--- src/rtl/hqm_aw_rtdr_tap_ctl.sv ---
// TAP controller sequencing a bank of remote TDRs: 16-state FSM, IR,
// one-hot RTDR select, DR strobes and the serial tdo mux.
module hqm_aw_rtdr_tap_ctl #(
  parameter int IR_WIDTH = 8,
  parameter int NUM_RTDR = 4,
  parameter logic [IR_WIDTH-1:0] IR_RESET = '1,
  parameter logic [IR_WIDTH-1:0] RTDR_OPCODE_BASE = IR_WIDTH'('h10)
) (
  input  logic                tck,
  input  logic                trst,
  input  logic                tms,
  input  logic                tdi,
  input  logic [NUM_RTDR-1:0] rtdr_tdo,
  output logic [NUM_RTDR-1:0] irdec,
  output logic                shiftdr,
  output logic                capturedr,
  output logic                updatedr,
  output logic                tdo,
  output logic                tdo_en,
  output logic [IR_WIDTH-1:0] ir_q,
  output logic [3:0]          tap_state
);

  typedef enum logic [3:0] {
    TLR     = 4'hF,
    RTI     = 4'hC,
    SELDR   = 4'h7,
    CAPDR   = 4'h6,
    SHDR    = 4'h2,
    EX1DR   = 4'h1,
    PAUSEDR = 4'h3,
    EX2DR   = 4'h0,
    UPDDR   = 4'h5,
    SELIR   = 4'h4,
    CAPIR   = 4'hE,
    SHIR    = 4'hA,
    EX1IR   = 4'h9,
    PAUSEIR = 4'hB,
    EX2IR   = 4'h8,
    UPDIR   = 4'hD
  } tap_state_e;

  tap_state_e          state_q;
  tap_state_e          state_d;
  logic [IR_WIDTH-1:0] ir_sr;
  logic                bypass;
  logic                sel_any;
  logic                is_shdr;
  logic                is_shir;

  always_ff @(posedge tck) begin
    if (trst) state_q <= TLR;
    else      state_q <= state_d;
  end

  always_comb begin
    state_d = state_q;
    unique case (state_q)
      TLR:     state_d = tms ? TLR   : RTI;
      RTI:     state_d = tms ? SELDR : RTI;
      SELDR:   state_d = tms ? SELIR : CAPDR;
      CAPDR:   state_d = tms ? EX1DR : SHDR;
      SHDR:    state_d = tms ? EX1DR : SHDR;
      EX1DR:   state_d = tms ? UPDDR : PAUSEDR;
      PAUSEDR: state_d = tms ? EX2DR : PAUSEDR;
      EX2DR:   state_d = tms ? UPDDR : SHDR;
      UPDDR:   state_d = tms ? SELDR : RTI;
      SELIR:   state_d = tms ? TLR   : CAPIR;
      CAPIR:   state_d = tms ? EX1IR : SHIR;
      SHIR:    state_d = tms ? EX1IR : SHIR;
      EX1IR:   state_d = tms ? UPDIR : PAUSEIR;
      PAUSEIR: state_d = tms ? EX2IR : PAUSEIR;
      EX2IR:   state_d = tms ? UPDIR : SHIR;
      UPDIR:   state_d = tms ? SELDR : RTI;
    endcase
  end

  // TLR keeps forcing the reset opcode so it behaves like trst
  always_ff @(posedge tck) begin
    if (trst) begin
      ir_q   <= IR_RESET;
      ir_sr  <= '0;
      bypass <= 1'b0;
    end else begin
      case (state_q)
        TLR:     ir_q   <= IR_RESET;
        CAPIR:   ir_sr  <= IR_WIDTH'(2'b01);
        SHIR:    ir_sr  <= {tdi, ir_sr[IR_WIDTH-1:1]};
        UPDIR:   ir_q   <= ir_sr;
        CAPDR:   bypass <= 1'b0;
        SHDR:    bypass <= tdi;
        default: ;
      endcase
    end
  end

  for (genvar i = 0; i < NUM_RTDR; i++) begin : g_dec
    assign irdec[i] = (ir_q == RTDR_OPCODE_BASE + IR_WIDTH'(i));
  end

  assign sel_any   = |irdec;
  assign is_shdr   = (state_q == SHDR);
  assign is_shir   = (state_q == SHIR);
  assign shiftdr   = is_shdr;
  assign capturedr = (state_q == CAPDR);
  assign updatedr  = (state_q == UPDDR);
  assign tdo_en    = is_shdr | is_shir;
  assign tap_state = state_q;

  always_comb begin
    tdo = 1'b0;
    unique case (1'b1)
      is_shir:             tdo = ir_sr[0];
      is_shdr && sel_any:  tdo = |(irdec & rtdr_tdo);
      is_shdr && !sel_any: tdo = bypass;
      default:             ;
    endcase
  end

endmodule

--- config.mk ---
export PLATFORM = sky130hd
export DESIGN_NAME = hqm_aw_rtdr_tap_ctl
export DESIGN_NICKNAME = d
export VERILOG_FILES = /design/src/rtl/hqm_aw_rtdr_tap_ctl.sv
export SDC_FILE = /design/constraint.sdc
export NUM_CORES = 1
export LEC_CHECK = 0
export BUFFER_PORTS_ARGS = -buffer_cell sky130_fd_sc_hd__buf_2
export CAP_MARGIN = 25
export CELL_PAD_IN_SITES_DETAIL_PLACEMENT = 0
export CELL_PAD_IN_SITES_GLOBAL_PLACEMENT = 1
export CORE_AREA = 4 4 57 59
export DETAILED_ROUTE_END_ITERATION = 12
export DIE_AREA = 0 0 61 63
export GPL_ROUTABILITY_DRIVEN = 0
export GPL_TIMING_DRIVEN = 1
export PLACE_DENSITY = 0.83
export SYNTH_ARGS = -nofsm -noshare
export SYNTH_HDL_FRONTEND = slang
export SYNTH_SLANG_ARGS = --single-unit
--- constraint.sdc ---
create_clock -name tck -period 4.1 [get_ports tck]
set_input_delay 0.82 -clock tck [delete_from_list [all_inputs] [get_ports tck]]
set_output_delay 0.82 -clock tck [all_outputs]
set_load 0.02 [all_outputs]
==> impl_metrics.toml <==
[status]
outcome = "finished, final reports clean"

[clock_network]
path_clk_slew_ns = 0.12
ctsResizeCount = 0
root_buffer = "clkbuf_4"
post_cts_buffers = 0
ctsHtreeMaxLevel = 1
holdBufCountCts = 0
cts_buffers = 3
cts_tree = "built"
clk_latency_ns = 0.30
clock_sinks = 21
clk_path_buf_depth = 2

[logic_synthesis]
synth.area.top_cells = "dfxtp_1, nand3b_1, o21bai_1, nor3_1, a21oi_1"
async_flop_share_pct = 0
synth_common_cells = "dfxtp_1, nand2_1, nor2_1, nor3_1, a21oi_1"
synth_top_cell_by_area = "dfxtp_1"
synth_edf_count = 0
ys.flop_type = "dfxtp_1"
ys.warnings.count = 0
synthDominantCellAreaShare_pct = 40.9
synthesis.nets = 132
synth_cells = 124
post_synth.cell_area_avg_sq_um = 8.29
ys_types = 30
synth-seq-area-share_pct = 40.9
synth_seq_cells = 21
yosysMostFrequentCell = "dfxtp_1"
synth_area_sq_um = 1030

[setup_path]
crit_type = "reg2out"
crit_chain = "nor4b_2, o311ai_1, nand3_1, buf_2"
cp.arrival_ns = 1.86
worstPathMaxFanout = 18
required_ns = 3.28
critPathBufInv = 1
slowest_delay_ns = 0.68
critPathLaunchType = "flip-flop"
r2r.worst_path.cells = 3
cp_slowest_cell = "dfxtp_1"
end_kind = "output port"
crit_family = "flip-flops"
crit_cells = 4

[global_routing]
antenna_found_initial = 0
grt_pass1_wl_um = 3940
grt_usage_pct = 13.0
grt_pass1_vias = 878
grt-ovfl-total = 0
grt_start_max_net_pins = 22

[drt]
drt-initial-drc-count = 51
wl_per_cell_um = 13.4
vias = 961
drtAntennaViolNets = 0
first_pass_iters = 4
wl_um = 2370
route.detailed.drc = 0
avgViaCountPerCell = 5.43

[cells_and_area]
fillerInstances = 287
drive_above_1_share_pct = 23.3
diodes = 0
fin_nets = 155
layout.cells.non_filler = 177
synthToLayoutAreaGrowth_pct = 15.6

[sta]
min_period_ns = 2.68
setup_ws_ns = 1.42
skew_ns = 0.00455
tightest_slew_ns = 0.612
tns_ns = 0
slew_viol_final = 0
fmax_ghz = 0.373
setup_viol = 0
fin_crit_sh_pct = 65.4
slew_headroom_pct = 59.1
final-hold-violation-count = 0
grt_setup_unrepaired = "false"

[power]
peakVddDrop_mv = 0.159
p_sw_uw = 150
leakage_uw = 0.000499
p_int_uw = 295
seqPwrFrac_pct = 55.8
comb_power_share_pct = 21.8
pwr-share-clk_pct = 22.5
powerDensity_nw_per_um2 = 375
switching_share_pct = 33.8

[run]
max-cap-violations = 0

[placed_design]
dp_slack_ns = 1.56
io_buffers = 28
placed_cells = 173
dpl.hpwl_um = 1700

[die]
rows = 19
die_area_sq_um = 3840
core_sq_um = 2710
ios = 29
start_util_pct = 38.0
chipWidth_um = 61
die_height_um = 63

[min_path]
hold-path-cell-count = 2
hold_path_class = "reg2reg"
-- power groups by stage --
stage	sequential [uW]	clock, uW	combinational, uW
final	248	100	96.9
after floorplan	251	0	73.4
after detailed placement	253	0	97.9
after global routing	253	114	108
after global placement	251	0	96.7
after CTS	249	105	98.3
-- per-layer routing --
metal / vias up / part of all wire [%] / global-route usage (%)
met5: - / 0 / 0
met4: 0 / 0.59 / 4.07
met3: 2 / 6.5 / 3.10
met2: 24 / 46 / 20.5
met1: 447 / 47 / 17.2
li1: 488 / - / -
-- worst register-to-register path, stage by stage, from the launching register on --
cell	delay, ns
dfxtp_1	0.68
nand2b_1	0.25
o22ai_1	0.11
a2111o_1	0.41
-- state kept, by name, indices dropped and copies added, names as in the netlist --
name	cells
ir_q	8
ir_sr	8
tap_state	4
bypass	1
-- worst paths after layout --
path	startpoint	endpoint	slack [ns]
worst max register to register	tap_state[1]	tap_state[1]	2.56
worst min register to register	ir_sr[3]	ir_sr[3]	0.49
worst min-delay path	ir_sr[3]	ir_sr[3]	0.49
worst max-delay path	tap_state[1]	tdo	1.42
-- stage by stage --
stage | utilization [%] | instance area (sq um) | power, uW | hold WS, ns
4_1_cts | 43.9 | 1190 | 452 | 0.486
3_3_place_gp | 42.8 | 1160 | 348 | 0.461
2_1_floorplan | - | 1030 | 324 | 0.446
3_5_place_dp | 42.8 | 1160 | 351 | 0.467
5_1_grt | 43.9 | 1190 | 475 | 0.519
6_report | 43.9 | 1190 | 446 | 0.485
-- layout make-up --
type / count / area, sq um / share of cell area, %
Clock buffer: 3 / 22.5 / 1.89
Clock inverter: 1 / 5.00 / 0.421
Inverter: 2 / 7.51 / 0.632
Multi-Input combinational cell: 91 / 554 / 46.6
Sequential cell: 21 / 420 / 35.4
Tap cell: 31 / 38.8 / 3.26
Timing Repair Buffer: 28 / 140 / 11.8
-- layout by cell type, fill, tap and decap left out, types with 2 or more instances in the layout --
cell type	synthesis	routed
a211o_1	2	2
a21o_1	2	2
a21oi_1	10	10
buf_2	7	28
clkbuf_4	0	3
dfxtp_1	21	21
inv_1	2	2
nand2_1	13	13
nand2b_1	2	2
nand3_1	3	3
nand3b_1	8	8
nor2_1	12	12
nor3_1	11	11
nor3b_1	5	5
o21bai_1	8	8
-- cell families after synthesis --
logic type | share of synthesized area, %
simple gates | 34.1
flops | 40.9
compound gates | 17.6
buf+inv | 5.23
mux | 2.19
No activity file was read; power rests on OpenSTA's default activity.
